**config.mk**
```make
export PLATFORM = sky130hd
export DESIGN_NAME = btn_conditioner_flat
export DESIGN_NICKNAME = d
export VERILOG_FILES = /design/src/rtl/btn_conditioner_if.sv /design/src/rtl/btn_conditioner.sv /design/src/flat_wrapper.sv
export SDC_FILE = /design/constraint.sdc
export NUM_CORES = 1
export LEC_CHECK = 0
export ABC_AREA = 1
export CORE_ASPECT_RATIO = 0.9
export CORE_UTILIZATION = 40
export DETAILED_ROUTE_END_ITERATION = 10
export PLACE_DENSITY_LB_ADDON = 0.08
export SLEW_MARGIN = 20
export SYNTH_ARGS = -nofsm -noshare
export SYNTH_HDL_FRONTEND = slang
export SYNTH_SLANG_ARGS = --single-unit
```
**constraint.sdc**
```tcl
create_clock -name CLK -period 1.8 [get_ports CLK]
set_input_delay 0.36 -clock CLK [delete_from_list [all_inputs] [get_ports CLK]]
set_output_delay 0.36 -clock CLK [all_outputs]
set_load 0.03 [all_outputs]
```
**src/rtl/btn_conditioner_if.sv**
```systemverilog
// rtl/btn_conditioner_if.sv - button pin and strobe bundle between the board pins and the conditioner
interface btn_conditioner_if #(
    parameter int N_BTN = 3
);
    logic [N_BTN-1:0] BTN_RAW;
    logic [N_BTN-1:0] BTN_LEVEL;
    logic [N_BTN-1:0] BTN_PRESS;
    logic [N_BTN-1:0] BTN_RELEASE;

    // pin side: drives the raw pins, consumes the conditioned strobes
    modport master (
        output BTN_RAW,
        input  BTN_LEVEL,
        input  BTN_PRESS,
        input  BTN_RELEASE
    );

    // conditioner side
    modport slave (
        input  BTN_RAW,
        output BTN_LEVEL,
        output BTN_PRESS,
        output BTN_RELEASE
    );
endinterface

```
**src/rtl/btn_conditioner.sv**
```systemverilog
// rtl/btn_conditioner.sv - per-channel synchroniser, debouncer and press/release strobe generator; auto-repeat under BTN_AUTOREPEAT_EN
module btn_conditioner #(
    parameter int               N_BTN          = 3,
    parameter int               DEB_CYCLES     = 1000000,
    parameter int               BTN_ACTIVE_LOW = 0,
    parameter int               HOLD_CYCLES    = 50000000,
    parameter int               REPEAT_CYCLES  = 10000000,
    parameter logic [N_BTN-1:0] REPEAT_MASK    = 3'b011
) (
    input  logic               CLK,
    input  logic               RESET,
    btn_conditioner_if.slave   btn
);

    localparam int MAX_HR  = (HOLD_CYCLES > REPEAT_CYCLES) ? HOLD_CYCLES : REPEAT_CYCLES;
    localparam int MAX_ALL = (DEB_CYCLES > MAX_HR) ? DEB_CYCLES : MAX_HR;
    localparam int CNT_W   = $clog2(MAX_ALL);

    localparam logic [CNT_W-1:0] CNT_ONE  = CNT_W'(1);
    localparam logic [CNT_W-1:0] CNT_MAX  = {CNT_W{1'b1}};
    localparam logic [CNT_W-1:0] DEB_LAST = CNT_W'(DEB_CYCLES - 1);

`ifdef BTN_AUTOREPEAT_EN
    // After each repeat strobe the counter restarts REPEAT_CYCLES below the
    // firing point, so one compare serves both the first hold and the period.
    localparam logic [CNT_W-1:0] HOLD_LAST  = CNT_W'(HOLD_CYCLES - 1);
    localparam logic [CNT_W-1:0] RPT_RELOAD =
        CNT_W'((HOLD_CYCLES >= REPEAT_CYCLES) ? (HOLD_CYCLES - REPEAT_CYCLES) : 0);
`endif

    logic [N_BTN-1:0] raw_in;
    logic [N_BTN-1:0] sync_a;
    logic [N_BTN-1:0] sync_b;

    // normalise polarity so 1 always means pressed from here on
    assign raw_in = (BTN_ACTIVE_LOW != 0) ? ~btn.BTN_RAW : btn.BTN_RAW;

    // two-flop synchroniser; reset value reads as released
    always_ff @(posedge CLK or negedge RESET) begin
        if (!RESET) begin
            sync_a <= '0;
            sync_b <= '0;
        end else begin
            sync_a <= raw_in;
            sync_b <= sync_a;
        end
    end

    for (genvar i = 0; i < N_BTN; i++) begin : g_ch
        typedef enum logic [1:0] {
            IDLE         = 2'd0,
            PRESS_WAIT   = 2'd1,
            HELD         = 2'd2,
            RELEASE_WAIT = 2'd3
        } state_t;

        state_t           state;
        logic [CNT_W-1:0] cnt;
        logic             level_q;
        logic             press_q;
        logic             rel_q;
        logic             sync_bit;

        assign sync_bit = sync_b[i];

`ifdef BTN_AUTOREPEAT_EN
        logic [CNT_W-1:0] rpt_cnt;

        // debounce FSM with held-time counter; rpt_cnt only moves in HELD, so
        // a release bounce freezes it and a bounce back resumes it
        always_ff @(posedge CLK or negedge RESET) begin
            if (!RESET) begin
                state   <= IDLE;
                cnt     <= '0;
                rpt_cnt <= '0;
                level_q <= 1'b0;
                press_q <= 1'b0;
                rel_q   <= 1'b0;
            end else begin
                press_q <= 1'b0;
                rel_q   <= 1'b0;
                case (state)
                    IDLE: begin
                        if (sync_bit) begin
                            state <= PRESS_WAIT;
                            cnt   <= CNT_ONE;
                        end else begin
                            cnt <= '0;
                        end
                    end
                    PRESS_WAIT: begin
                        if (!sync_bit) begin
                            state <= IDLE;
                            cnt   <= '0;
                        end else if (cnt == DEB_LAST) begin
                            state   <= HELD;
                            cnt     <= '0;
                            press_q <= 1'b1;
                            level_q <= 1'b1;
                        end else if (cnt != CNT_MAX) begin
                            cnt <= cnt + CNT_ONE;
                        end
                    end
                    HELD: begin
                        if (!sync_bit) begin
                            state <= RELEASE_WAIT;
                            cnt   <= CNT_ONE;
                        end else begin
                            cnt <= '0;
                            if (REPEAT_MASK[i]) begin
                                if (rpt_cnt == HOLD_LAST) begin
                                    press_q <= 1'b1;
                                    rpt_cnt <= RPT_RELOAD;
                                end else if (rpt_cnt != CNT_MAX) begin
                                    rpt_cnt <= rpt_cnt + CNT_ONE;
                                end
                            end
                        end
                    end
                    RELEASE_WAIT: begin
                        if (sync_bit) begin
                            state <= HELD;
                            cnt   <= '0;
                        end else if (cnt == DEB_LAST) begin
                            state   <= IDLE;
                            cnt     <= '0;
                            rpt_cnt <= '0;
                            rel_q   <= 1'b1;
                            level_q <= 1'b0;
                        end else if (cnt != CNT_MAX) begin
                            cnt <= cnt + CNT_ONE;
                        end
                    end
                    default: begin
                        state <= IDLE;
                        cnt   <= '0;
                    end
                endcase
            end
        end
`else
        // debounce FSM: a level is accepted only after DEB_CYCLES identical samples
        always_ff @(posedge CLK or negedge RESET) begin
            if (!RESET) begin
                state   <= IDLE;
                cnt     <= '0;
                level_q <= 1'b0;
                press_q <= 1'b0;
                rel_q   <= 1'b0;
            end else begin
                press_q <= 1'b0;
                rel_q   <= 1'b0;
                case (state)
                    IDLE: begin
                        if (sync_bit) begin
                            state <= PRESS_WAIT;
                            cnt   <= CNT_ONE;
                        end else begin
                            cnt <= '0;
                        end
                    end
                    PRESS_WAIT: begin
                        if (!sync_bit) begin
                            state <= IDLE;
                            cnt   <= '0;
                        end else if (cnt == DEB_LAST) begin
                            state   <= HELD;
                            cnt     <= '0;
                            press_q <= 1'b1;
                            level_q <= 1'b1;
                        end else if (cnt != CNT_MAX) begin
                            cnt <= cnt + CNT_ONE;
                        end
                    end
                    HELD: begin
                        if (!sync_bit) begin
                            state <= RELEASE_WAIT;
                            cnt   <= CNT_ONE;
                        end else begin
                            cnt <= '0;
                        end
                    end
                    RELEASE_WAIT: begin
                        if (sync_bit) begin
                            state <= HELD;
                            cnt   <= '0;
                        end else if (cnt == DEB_LAST) begin
                            state   <= IDLE;
                            cnt     <= '0;
                            rel_q   <= 1'b1;
                            level_q <= 1'b0;
                        end else if (cnt != CNT_MAX) begin
                            cnt <= cnt + CNT_ONE;
                        end
                    end
                    default: begin
                        state <= IDLE;
                        cnt   <= '0;
                    end
                endcase
            end
        end
`endif

        assign btn.BTN_LEVEL[i]   = level_q;
        assign btn.BTN_PRESS[i]   = press_q;
        assign btn.BTN_RELEASE[i] = rel_q;
    end

endmodule

```
**src/flat_wrapper.sv**
```systemverilog
// flat-port wrapper written by rule: the top's interface ports become plain ports
module btn_conditioner_flat 
#(
    parameter int               N_BTN          = 3,
    parameter int               DEB_CYCLES     = 1000000,
    parameter int               BTN_ACTIVE_LOW = 0,
    parameter int               HOLD_CYCLES    = 50000000,
    parameter int               REPEAT_CYCLES  = 10000000,
    parameter logic [N_BTN-1:0] REPEAT_MASK    = 3'b011
)
  (CLK, RESET, btn_BTN_RAW, btn_BTN_LEVEL, btn_BTN_PRESS, btn_BTN_RELEASE);
  btn_conditioner_if #(.N_BTN(N_BTN)) btn_i ();
  input  logic CLK;
  input  logic RESET;
  input wire logic [$bits(btn_i.BTN_RAW)-1:0] btn_BTN_RAW;
  output wire logic [$bits(btn_i.BTN_LEVEL)-1:0] btn_BTN_LEVEL;
  output wire logic [$bits(btn_i.BTN_PRESS)-1:0] btn_BTN_PRESS;
  output wire logic [$bits(btn_i.BTN_RELEASE)-1:0] btn_BTN_RELEASE;
  assign btn_i.BTN_RAW = btn_BTN_RAW;
  assign btn_BTN_LEVEL = btn_i.BTN_LEVEL;
  assign btn_BTN_PRESS = btn_i.BTN_PRESS;
  assign btn_BTN_RELEASE = btn_i.BTN_RELEASE;
  btn_conditioner #(.N_BTN(N_BTN), .DEB_CYCLES(DEB_CYCLES), .BTN_ACTIVE_LOW(BTN_ACTIVE_LOW), .HOLD_CYCLES(HOLD_CYCLES), .REPEAT_CYCLES(REPEAT_CYCLES), .REPEAT_MASK(REPEAT_MASK)) u_core (.CLK(CLK), .RESET(RESET), .btn(btn_i));
endmodule
```
==> flow_results.org <==
** Global routing
- The initial antenna violation count came to 0.
- Total overflow reported by the global router :: 0
- Number of global-route vias before repair :: 5407
- Global-route wire length before repair :: 26.68 mm
- Entering global routing, the biggest net connects 46 pins.
- Tot GR Track Use :: around a fifth

** Synthesis
- Share of synthesized cell area in full adder, half adder and majority cells :: 0.5932%
- For this run, asynchronously set or reset flops after synthesis account for 100.0%.
- Measured against the total synthesized area, the mux share comes to 0%.
- Post-synthesis cell type with the largest combined area :: dfrtp_1
- Among all flip-flop cells after synthesis, the most frequent one is dfrtp_1.
- Main combinational cell family by area after synthesis :: simple AND/OR/NAND/NOR gates
- Summing the areas of all compound-gate instances in the mapped netlist gives 4.865% of the synthesized area.
- Post-synth cell types :: 37
- Averaged over all synthesized cells, the footprint is approximately 7 um^2.
- Number of register bits inferred by synthesis :: approximately 100
- Synthesis produced roughly 930 cells.
- Mapped Area :: around 6300 um^2
- Summing the areas of all xor and xnor instances in the mapped netlist gives less than 1% of the synthesized area.
- Summing the areas of all and, or, nand and nor instances in the mapped netlist gives 44.41% of the synthesized area.
- In this run, synthesis inferred 0 flip-flops with an integrated enable.
- Sequential cells were found to cover 39.15% of the synthesized design area.
- Synth top area cells :: dfrtp_1 (39%), nand2_1 (15%), nor2_1 (10%), nand3_1 (8.2%), inv_1 (6.8%)
- The number of nets handed over by synthesis was about 940.
- Of the post-synthesis cell area, the dominant cell type holds 39.15%.
- Yosys printed 0 warnings.

** Clock network
- The cell sitting at the root of the clock tree is a clkbuf_16.
- Counting the buffers created by CTS gives 9.
- TritonCTS built the clock tree.
- The longest clock path from root to sink contains 2 buffers.
- The H-tree generated during clock tree synthesis spans 3 levels.
- Clock-pin slew was measured on the worst setup and hold paths at 80 ps.
- Source-to-sink clock delay at the later pin of the worst-skew pair :: 360 ps
- Clock Sink Count :: 99

** Setup path
- R2R setup slack :: 100 ps
- Startpoint type of the worst setup path :: register
- Of all nets on the critical path, the largest fanout is 2.
- For the worst setup path, the data required time is between 1000 and 1500 ps.
- Biggest cell delay along the critical path :: 670 ps
- Levels on crit path :: 1
- The critical path goes through clkdlybuf4s50_1.
- The critical path is of the reg -> out type.
- Slowest stage cell, crit path :: clkdlybuf4s50_1
- Number of cells on the worst reg-to-reg path :: 9
- Cell family contributing the most delay on the critical path :: buffers and inverters
- CP Capture Type :: output port
- The number of buffers and inverters on the critical path is 1.
- CP Data Arrival Time :: 1370 ps

** Route
- Dividing the detail-routed via count by the number of cells gives just under 5.
- Dividing the detail-routed wire length by the instance count gives between 10 and 15 um.
- The final layout contains routed wiring with a total length of 16.10 mm.
- For this run, design rule violations remaining after detail routing come to 0.
- First-pass DRT Iterations :: 7
- DRT iter0 DRCs :: roughly 420
- Summing over every cut layer, the via total after detailed routing is approximately 5900.
- In this run the remaining antenna-violating nets after routing total 0.

** Finish
- Total area of multi-input combinational cells :: 3372 um^2
- Registers take 2479 um^2.
- Net count, final :: between 1000 and 1500
- In the layout the commonest cells are nand2_1 (254), nor2_1 (167), inv_1 (115), nand3_1 (102), dfrtp_1 (98).
- Count of placed standard cells in the final layout, fillers left out :: between 1000 and 1500
- The filler cells instantiated in the layout total between 1500 and 2000.
- From synthesis to final layout, the design area changed by 20.88%.
- 0 antenna diodes ended up in the layout.
- After routing the design area is around 7600 um^2.
- The library cell used most frequently in the layout, excluding fill and tap cells, is nand2_1.
- Of the cells placed in the final design, the portion with a size suffix greater than 1 is 16.78%.

** STA
- Fin. Hold Viols :: 0
- Total of endpoints with negative setup slack in the final report :: 0
- Minimum period implied by the final worst setup slack :: roughly 1700 ps
- In the finished design, the share of the clock period the worst path needs comes to 96.12%.
- Timing would allow up to 578.0 MHz.
- The worst pin sits at a relative slew slack of 61.95%.
- On the final layout, the worst hold slack is 352.7 ps.
- Transition time at the pin with the least slew margin :: approximately 570 ps
- The max-slew violation total from the final report is 0.
- Worst Skew :: between 9 and 10 ps
- Setup total negative slack on the finished layout was measured at 0 ps.

** Placement
- Detailed placement finished with a half-perimeter wire length of 12.10 mm.
- The count of buffers added on input and output ports is 13.
- The congestion estimate from routability-driven global placement came to 0.9021.
- Summing all placed instances gives a cell area of ~7000 um^2.
- The number of placed instances, taps included, is 1195.

** Power and ir drop
- Post-route total power :: 0.005150 W
- VDD sags by at most between 0.5 and 0.6 mV.
- In this run the static leakage power is 3.695 nW.
- Dividing total power by cell area gives a power density of between 600 and 700 nW/um^2.

** Die
- Number of ports placed on the die boundary :: 14
- From bottom edge to top edge, the die measures ~120 um.
- Die ar. :: 16330 um^2
- From left edge to right edge, the die measures about 130 um.
- The core region is ~15000 um^2.
- Starting density of the core :: between 40% and 50%
- Placement row count :: 43

** Worst hold path
- Kind of path behind the tightest hold check :: reg -> reg
- The worst hold path was traced through 0 stages.

** Outcome
- The flow ran to the end, and the final reports show no timing, DRC or antenna violations.

** Run
- Max Cap Violations :: 0
[cells in the mapped netlist, types with 10 or more instances]
cell type	number
a21oi_1	32
buf_4	12
dfrtp_1	99
inv_1	115
nand2_1	258
nand3_1	104
nand3_2	10
nand4_1	16
nor2_1	173
nor2_2	15
nor3_1	10
o21ai_0	20
[registers in the layout, summed over array words and instances (netlist names), named ones only]
name and flops:
u_core.g_ch.cnt 78, u_core.g_ch.level_q 3, u_core.g_ch.press_q 3, u_core.g_ch.rel_q 3, u_core.g_ch.state 3, u_core.sync_a 3
u_core.sync_b 3
[metrics by stage]
step                      worst slack [ps]  utilization, %
after floorplan                      186.1               -
after global placement              -176.6           45.89
after detailed placement            -216.4           45.89
after CTS                            4.552           48.03
after global routing                -10.21           49.53
final                                69.86           49.53
[timing repair]
| item | in CTS | in global routing |
|---|---|---|
| pin swaps | 0 | 10 |
| hold endpoints to repair | 18 | 0 |
| hold buffers | 1 | 0 |
| setup buffers | 0 | 5 |
| setup endpoints to repair | 22 | 71 |
| gates cloned | 0 | 4 |
| resized for setup | 1 | 41 |
[logic make-up after synthesis]
group,count (synthesis)
AOI/OAI and AO/OA,58
xor gates and xnor gates,6
adders and majority gates,3
buffers and inverters,144
DFF,99
and+or+nand+nor,621
[power by group]
group	internal, W	switching (W)
Sequential	0.00229	0.0000501
Clock	0.00112	0.000965
Combinational	0.000293	0.000436
Total	0.00370	0.00145
[worst paths after layout]
check / to / start
setup / recovery: btn_BTN_LEVEL[2] / u_core.g_ch[2].level_q
hold / removal: u_core.sync_b[1] / u_core.sync_a[1]
hold reg to reg: u_core.sync_b[1] / u_core.sync_a[1]
min in group asynchronous: u_core.g_ch[0].cnt[15] / RESET
setup reg to reg: u_core.g_ch[1].cnt[10] / u_core.g_ch[1].cnt[12]
max in group asynchronous: u_core.g_ch[2].cnt[0] / RESET
[routing by layer]
| metal | GRT usage, % | share of wire (%) | up-vias |
|---|---|---|---|
| li1 | - | - | 3104 |
| met5 | 0 | 0 | - |
| met2 | 32.09 | 44 | 119 |
| met1 | 29.60 | 50 | 2670 |
| met4 | 5.056 | 1.1 | 0 |
| met3 | 4.052 | 4.6 | 14 |
[final cells by class]
type | count | share of cell area, %
Clock buffer | 9 | 2.945
Inverter | 121 | 6.004
Clock inverter | 7 | 1.178
Tap cell | 202 | 3.304
Timing Repair Buffer | 93 | 10.08
Multi-Input combinational cell | 690 | 44.09
Sequential cell | 99 | 32.41
Note: power is estimated with default switching activity, not from simulation.
